===== src/rtl/cpu_trap_pkg.sv =====
// Shared definitions for the supervisor trap sequencer: state encoding,
// sstatus update opcodes, interrupt codes and stvec mode.
package cpu_trap_pkg;

  typedef enum logic [1:0] {
    ST_IDLE = 2'd0,
    ST_SAVE = 2'd1,
    ST_JUMP = 2'd2,
    ST_RET  = 2'd3
  } trap_state_e;

  localparam logic [1:0] STATUS_OP_NONE   = 2'b00;
  localparam logic [1:0] STATUS_OP_ENTER  = 2'b01;
  localparam logic [1:0] STATUS_OP_RETURN = 2'b10;

  localparam logic [4:0] IRQ_SSI = 5'd1;
  localparam logic [4:0] IRQ_STI = 5'd5;
  localparam logic [4:0] IRQ_SEI = 5'd9;

  localparam logic [1:0] STVEC_MODE_VECTORED = 2'b01;

  function automatic logic [31:0] irq_cause(input logic [4:0] code);
    return {1'b1, 26'b0, code};
  endfunction

  // Vector offset only applies to interrupts in vectored mode; wraps mod 2^32.
  function automatic logic [31:0] trap_target(input logic [31:0] stvec,
                                              input logic [31:0] cause);
    logic [31:0] base;
    base = {stvec[31:2], 2'b00};
    if (stvec[1:0] == STVEC_MODE_VECTORED && cause[31])
      return base + {25'b0, cause[4:0], 2'b00};
    return base;
  endfunction

endpackage


===== src/rtl/cpu_irq_sync.sv =====
// Multi-flop synchronizer for an asynchronous level input, cleared on reset.
module cpu_irq_sync #(
  parameter int unsigned STAGES = 2
) (
  input  logic clk_i,
  input  logic rst_i,
  input  logic async_i,
  output logic sync_o
);

  logic [STAGES-1:0] sync_q;

  always_ff @(posedge clk_i or posedge rst_i) begin
    if (rst_i) sync_q <= '0;
    else       sync_q <= {sync_q[STAGES-2:0], async_i};
  end

  assign sync_o = sync_q[STAGES-1];

endmodule


===== src/rtl/cpu_trap_ctrl.sv =====
// Trap sequencer: picks exception / interrupt / sret at an instruction
// boundary, drives the CSR capture strobe and redirects fetch.
module cpu_trap_ctrl
  import cpu_trap_pkg::*;
#(
  parameter int unsigned SYNC_STAGES = 2
) (
  input  logic        clk,
  input  logic        rst,
  input  logic        inst_done,
  input  logic [31:0] inst_pc,
  input  logic [31:0] inst_next_pc,
  input  logic        exc_req,
  input  logic [4:0]  exc_cause,
  input  logic [31:0] exc_value,
  input  logic        sret_req,
  input  logic        irq_ext,
  input  logic        irq_soft,
  input  logic        irq_timer,
  input  logic        sstatus_sie,
  input  logic [31:0] sie_mask,
  input  logic [31:0] handler_addr,
  input  logic [31:0] continue_addr,
  output logic        trap,
  output logic [31:0] trap_cause,
  output logic [31:0] trap_pc,
  output logic [31:0] trap_value,
  output logic [1:0]  status_op,
  output logic        redirect,
  output logic [31:0] redirect_pc,
  output logic        stall
);

  trap_state_e state_q, state_d;
  logic [31:0] cause_q, cause_d;
  logic [31:0] pc_q, pc_d;
  logic [31:0] value_q, value_d;
  logic        ext_sync;
  logic [31:0] pend;
  logic [31:0] irq_en;

  cpu_irq_sync #(
    .STAGES(SYNC_STAGES)
  ) u_ext_sync (
    .clk_i  (clk),
    .rst_i  (rst),
    .async_i(irq_ext),
    .sync_o (ext_sync)
  );

  always_comb begin
    pend          = '0;
    pend[IRQ_SEI] = ext_sync;
    pend[IRQ_SSI] = irq_soft;
    pend[IRQ_STI] = irq_timer;
  end

  assign irq_en = pend & sie_mask & {32{sstatus_sie}};

  always_ff @(posedge clk or posedge rst) begin
    if (rst) begin
      state_q <= ST_IDLE;
      cause_q <= '0;
      pc_q    <= '0;
      value_q <= '0;
    end else begin
      state_q <= state_d;
      cause_q <= cause_d;
      pc_q    <= pc_d;
      value_q <= value_d;
    end
  end

  always_comb begin
    state_d     = state_q;
    cause_d     = cause_q;
    pc_d        = pc_q;
    value_d     = value_q;
    trap        = 1'b0;
    redirect    = 1'b0;
    redirect_pc = '0;
    status_op   = STATUS_OP_NONE;
    unique case (state_q)
      ST_IDLE: begin
        if (inst_done) begin
          if (exc_req) begin
            cause_d = {27'b0, exc_cause};
            pc_d    = inst_pc;
            value_d = exc_value;
            state_d = ST_SAVE;
          end else if (irq_en[IRQ_SEI] || irq_en[IRQ_SSI] || irq_en[IRQ_STI]) begin
            if (irq_en[IRQ_SEI])      cause_d = irq_cause(IRQ_SEI);
            else if (irq_en[IRQ_SSI]) cause_d = irq_cause(IRQ_SSI);
            else                      cause_d = irq_cause(IRQ_STI);
            pc_d    = inst_next_pc;
            value_d = '0;
            state_d = ST_SAVE;
          end else if (sret_req) begin
            state_d = ST_RET;
          end
        end
      end
      ST_SAVE: begin
        trap      = 1'b1;
        status_op = STATUS_OP_ENTER;
        state_d   = ST_JUMP;
      end
      ST_JUMP: begin
        redirect    = 1'b1;
        redirect_pc = trap_target(handler_addr, cause_q);
        state_d     = ST_IDLE;
      end
      ST_RET: begin
        redirect    = 1'b1;
        redirect_pc = continue_addr;
        status_op   = STATUS_OP_RETURN;
        state_d     = ST_IDLE;
      end
      default: state_d = ST_IDLE;
    endcase
  end

  assign trap_cause = cause_q;
  assign trap_pc    = pc_q;
  assign trap_value = value_q;
  assign stall      = (state_q != ST_IDLE);

endmodule


===== config.mk =====
export PLATFORM = sky130hd
export DESIGN_NAME = cpu_trap_ctrl
export DESIGN_NICKNAME = d
export VERILOG_FILES = /design/src/rtl/cpu_trap_pkg.sv /design/src/rtl/cpu_irq_sync.sv /design/src/rtl/cpu_trap_ctrl.sv
export SDC_FILE = /design/constraint.sdc
export NUM_CORES = 1
export LEC_CHECK = 0
export BUFFER_PORTS_ARGS = -buffer_cell sky130_fd_sc_hd__buf_2
export CAP_MARGIN = 20
export CORE_AREA = 2 2 132 134
export DETAILED_ROUTE_END_ITERATION = 16
export DIE_AREA = 0 0 134 136
export GPL_TIMING_DRIVEN = 0
export PLACE_DENSITY = 0.71
export SLEW_MARGIN = 20
export SYNTH_ARGS = -nofsm -noshare
export SYNTH_HDL_FRONTEND = slang
export SYNTH_SLANG_ARGS = --single-unit

===== constraint.sdc =====
create_clock -name clk -period 2.91 [get_ports clk]
set_input_delay 0.1455 -clock clk [delete_from_list [all_inputs] [get_ports clk]]
set_output_delay 0.1455 -clock clk [all_outputs]
set_load 0.02 [all_outputs]

# Yosys cells after proc, flatten, opt, wreduce, memory -nomap -nowiden

Index checks and enable logic that the tools add are counted.

Input port bits: 206
Register bits after elaboration: 100
Word-level logic and storage cells: 44

Bitwise logic cells: 2
Add/subtract/negate cells: 1
Multiplexer cells: 21
Equal/unequal tests: 6
Reductions and logical operators: 9

Operator list:

| operator                                                              | count |
|---|---|
| 32-bit 2-to-1 mux                                                     | 8 |
| 32-bit one-hot mux with 2 select lines                                | 1 |
| 32-bit by 7-bit adder with 32-bit output                              | 1 |
| 10-bit AND                                                            | 2 |
| 2-bit 2-to-1 mux                                                      | 4 |
| 2-bit one-hot mux with 3 select lines                                 | 1 |
| 2-bit by 1-bit equality test with 1-bit output, second input constant | 2 |
| 2-bit equality test, second input constant                            | 2 |
| 1-bit 2-to-1 mux                                                      | 4 |
| 4-bit 2-to-1 mux                                                      | 1 |
| 4-bit != test, second input constant                                  | 1 |
| 2-bit one-hot mux with 2 select lines                                 | 1 |
| 2-bit nonzero test                                                    | 2 |
| 3-bit 2-to-1 mux                                                      | 1 |
| 3-bit AND reduction                                                   | 1 |
| 2-bit logical NOT                                                     | 1 |
| 1-bit logical OR                                                      | 2 |
| 2-bit != test, second input constant                                  | 1 |
| 2-bit AND reduction                                                   | 1 |
| 2-bit OR reduction                                                    | 1 |
| 1-bit logical AND                                                     | 1 |

# Depth between registers and ports, before layout

Word-level depth: 8
Mapped depth: 7
Mapped depth without buffers: 7

# Hierarchy

A second synthesis with hierarchy kept.

Cell total of the unflattened synthesis: 474
Area, all modules: 4778.3 um^2

Modules (own cells, without submodules):

| module        | area an instance (um^2) | instances | cells an instance |
|---|---|---|---|
| cpu_trap_ctrl | 4724.5                  | 1         | 471 |
| cpu_irq_sync  | 53.8                    | 1         | 3 |

# Least setup slack after synthesis

No wires, ideal clock.

Path type: register -> output
From: register cause_q[0] (netlist: trap_cause[0])
To: output redirect_pc[26]
Path slack: 311 ps
Path buffers: 0
Cell stages (with the launch flop): 8
Arrival time: 2454 ps
Required time: 2765 ps
Cell sequence: dfrtp_1 > ha_1 > fa_1 > a21oi_1 > o21bai_1 > nand2_1 > or4_1 > a31oi_1

Word-level cells in the longest chain between the ends: 4

RTL lines:

| element                                  | RTL line            | RTL |
|---|---|---|
| start, declared                          | cpu_trap_ctrl.sv:35 | `logic [31:0] cause_q, cause_d;` |
| start signal, assigned                   | cpu_trap_ctrl.sv:68 | `cause_q <= cause_d;` |
| 32-bit by 7-bit adder with 32-bit output | cpu_trap_pkg.sv:32  | `return base + {25'b0, cause[4:0], 2'b00};` |
| 32-bit 2-to-1 mux                        | cpu_trap_pkg.sv:31  | `if (stvec[1:0] == STVEC_MODE_VECTORED && cause[31])` |
| 32-bit 2-to-1 mux                        | cpu_trap_pkg.sv:33  | `return base;` |
| 32-bit one-hot mux with 2 select lines   | cpu_trap_ctrl.sv:83 | `unique case (state_q)` |
| end, declared                            | cpu_trap_ctrl.sv:30 | `output logic [31:0] redirect_pc,` |

Every way passes these cells. The select of a mux whose other input is x is not followed.

# Worst setup path in the final report

From: register cause_q[3] (netlist: trap_cause[3])
To: output redirect_pc[19]

Same word-level chain as after synthesis.

==> impl_metrics.ini <==
[outcome]
outcome = finished, final reports clean

[setup_path]
critPathMaxFanout = 10
cp.arrival_ns = 2.58
start_kind = flop
crit_chain = ha_1, and3_1, a211oi_1, clkbuf_4, or4_1, xor2_1, a21oi_1, buf_2
end_kind = output port
crit_type = flop to output port
rrSetupSlack_ns = 0.58
critPathRequiredTime_ns = 2.76
max_stage_delay_ns = 0.53
slowest_stage = or4_1

[clock_network]
cts_tree = yes
clkTransAtPathRegs_ns = 0.06
clock_latency_ns = 0.33
htreeDepth = 3
cts-buffers-inserted = 9
cts_root_buf = clkbuf_16
clockBufferDepth = 2
clkSinkCount = 74

[placement]
place_ws_ns = -0.0449
hpwl_um = 13700
port-buffer-count = 281
dpl-instance-area_mm2 = 0.00662
routabilityCongestion = 0.847

[synth]
avgSynthCellArea_um2 = 10.2
synth_adder_area_share = 0.0171
synth_cell_types = 52
async_reset_ff_frac = 1.00
yosysWarnings = 0
synth_area_mm2 = 0.00482
ys_seq_area_frac = 0.384
synth_flop_cell = dfrtp_1
synthMuxAreaShare = 0.159
synthCells = 473
synth-edff-count = 0
synth_top_family_by_area = compound AO/OA/AOI/OAI gates
synthSimpleGateAreaFrac = 0.159
ys_ff_latch = 74
synth_xor_xnor_area_share = 0.0382
synth-compound-area-share = 0.162

[grt]
grt_max_degree = 43
overflow = 0
grt.total_usage = 0.173
antenna_found_initial = 0
grt_pass1_wl_um = 24700
grt_pass1_vias = 4761

[timing]
finalSetupViolations = 0
fin_ws_ns = 0.184
skew_ns = 0.00626
rsz0062_at_grt = false
max_freq_mhz = 367
fin_crit_ns = 2.73
timing.final.max_slew_violations = 0
tightestPinTransition_ns = 0.735
slew_headroom = 0.508
finalCritPeriodShare = 0.937
hold_viol_final = 0

[finish]
fill_cells = 1689
final_common_cell = buf_2
nets = 1007
drive_gt1_frac = 0.561
final_cell_mix = buf_2 (288), dfrtp_1 (74), mux2_2 (67), nand4_1 (39), a21bo_2 (34)
final_area_mm2 = 0.00705
antenna_cells = 0
areaGrowthSynthToFinish_pct = 46.3

[pwr]
power_leakage_nw = 3.55
p_per_area_mw_per_mm2 = 687
pwr-share-seq = 0.314
power_switching_share = 0.373
ir_drop_v = 0.000410
internal_power_mw = 3.04
clockPowerShare = 0.265
pwr-share-comb = 0.420
switching_power_mw = 1.81

[run]
maxCapViolCount = 0

[floorplan]
rows = 48
die_area_mm2 = 0.0182
start_util = 0.286
core_mm2 = 0.0169
io_pins = 339
fp.dieW_um = 134
die_h_um = 136

[route]
drt_pass1_iterations = 4
vias_per_cell = 4.75
drc_errors = 0
antenna_left = 0
routedWlPerCell_um = 16.1
drtIter0Drc = 135
routed_wirelength_um = 16500
num_vias = 4865

[min_path]
hold_path.class = primary input to flop
## Yosys cell counts (2+ instances only)
cell,n,share of area
buf_4,27,0.042
nand3_1,13,0.013
and2_1,2,0.0026
o211ai_1,2,0.0031
o21bai_1,2,0.0031
or4_1,5,0.0078
a21bo_2,34,0.071
mux2_2,67,0.16
o211a_1,6,0.012
o31ai_1,4,0.0062
a211oi_1,4,0.0062
xnor2_1,15,0.027
buf_2,7,0.0073
or3_1,2,0.0026
nor2_1,9,0.0070
nor3_1,5,0.0052
nor4b_2,2,0.0062
o21ai_0,23,0.024
dfrtp_1,74,0.38
nand4_1,39,0.051
a21o_1,2,0.0031
nor4_2,2,0.0052
nand2b_1,2,0.0026
a31oi_1,4,0.0052
clkbuf_1,31,0.024
and4_1,2,0.0036
inv_1,9,0.0070
nand2_1,22,0.017
and3_1,6,0.0078
ha_1,5,0.013
a21oi_1,18,0.019
xor2_1,6,0.011
nand4b_1,2,0.0036
nor2b_1,2,0.0026
## layer usage
metal  GRT usage  part of all wire  up-vias
li1            -                 -     2331
met1       0.189              0.39     2282
met2       0.324              0.52      229
met3      0.0477             0.077       23
met4      0.0561             0.021        0
met5           0                 0        -
## area by class of cell
class	instances	area [µm²]	area share
multi-input combinational	350	2720	0.385
inverter	9	36.3	0.00515
sequential	74	1850	0.263
clock buffer	12	246	0.0350
tap	225	282	0.0399
clock inverter	4	98.8	0.0140
buffer	65	358	0.0508
timing repair buffer	286	1460	0.207
## timing repair
item	in CTS	in global routing
endpoints found under the setup margin	18	10
pin swaps	0	1
setup buffers	0	2
hold buffers	2	0
hold endpoints to repair	33	0
resized for setup	3	6
cloned	0	0
## state kept, by name, indices dropped and copies added (netlist names)
signal / count
trap_pc: 32
state_q: 2
u_ext_sync.sync_q: 2
trap_value: 32
trap_cause: 6
## through the flow
stage	TNS [ns]	hold WS, ns	util	std cells	total power, mW
3_5_place_dp	-0.0795	0.186	0.392	1005	3.54
4_1_cts	0	0.0775	0.415	1023	4.86
5_1_grt	0	0.0900	0.418	1025	5.13
6_report	0	0.0979	0.418	1025	4.85
2_1_floorplan	0	0.177	-	498	2.77
3_3_place_gp	-5.54	0.276	0.391	1004	3.49
## critical path: cells and delay by family (launching register included)
family                     cells  cell delay, ns
AOI/OAI and AO/OA              2            0.22
xor gates and xnor gates       1            0.15
adders and majority gates      1            0.35
buffers and inverters          2            0.40
DFF                            1            0.43
and+or+nand+nor                2            0.69
## logic make-up after synthesis
kind of cell,after synthesis
simple gates,125
compound gates,104
flops,74
buf+inv,74
mux,68
xor+xnor,21
fa+ha+maj,6
other cells,1
## path summary, 6_finish.rpt
kind,end,cells past startpoint,startpoint
max in group asynchronous,trap_value[31],4,rst
max,redirect_pc[19],8,trap_cause[3]
min,state_q[0],2,sret_req
min in group asynchronous,trap_pc[3],3,rst
min reg2reg,u_ext_sync.sync_q[1],0,u_ext_sync.sync_q[0]
max reg2reg,trap_value[5],5,state_q[1]
## power groups by stage
| stage | Clock (mW) | Sequential (mW) | Combinational, mW |
|---|---|---|---|
| after global routing | 1.37 | 1.57 | 2.19 |
| after global placement | 0 | 1.52 | 1.98 |
| final | 1.28 | 1.52 | 2.04 |
| after detailed placement | 0 | 1.54 | 2.00 |
| after floorplan | 0 | 1.89 | 0.872 |
| after CTS | 1.32 | 1.53 | 2.02 |
Power figures use the tool's default switching activity.
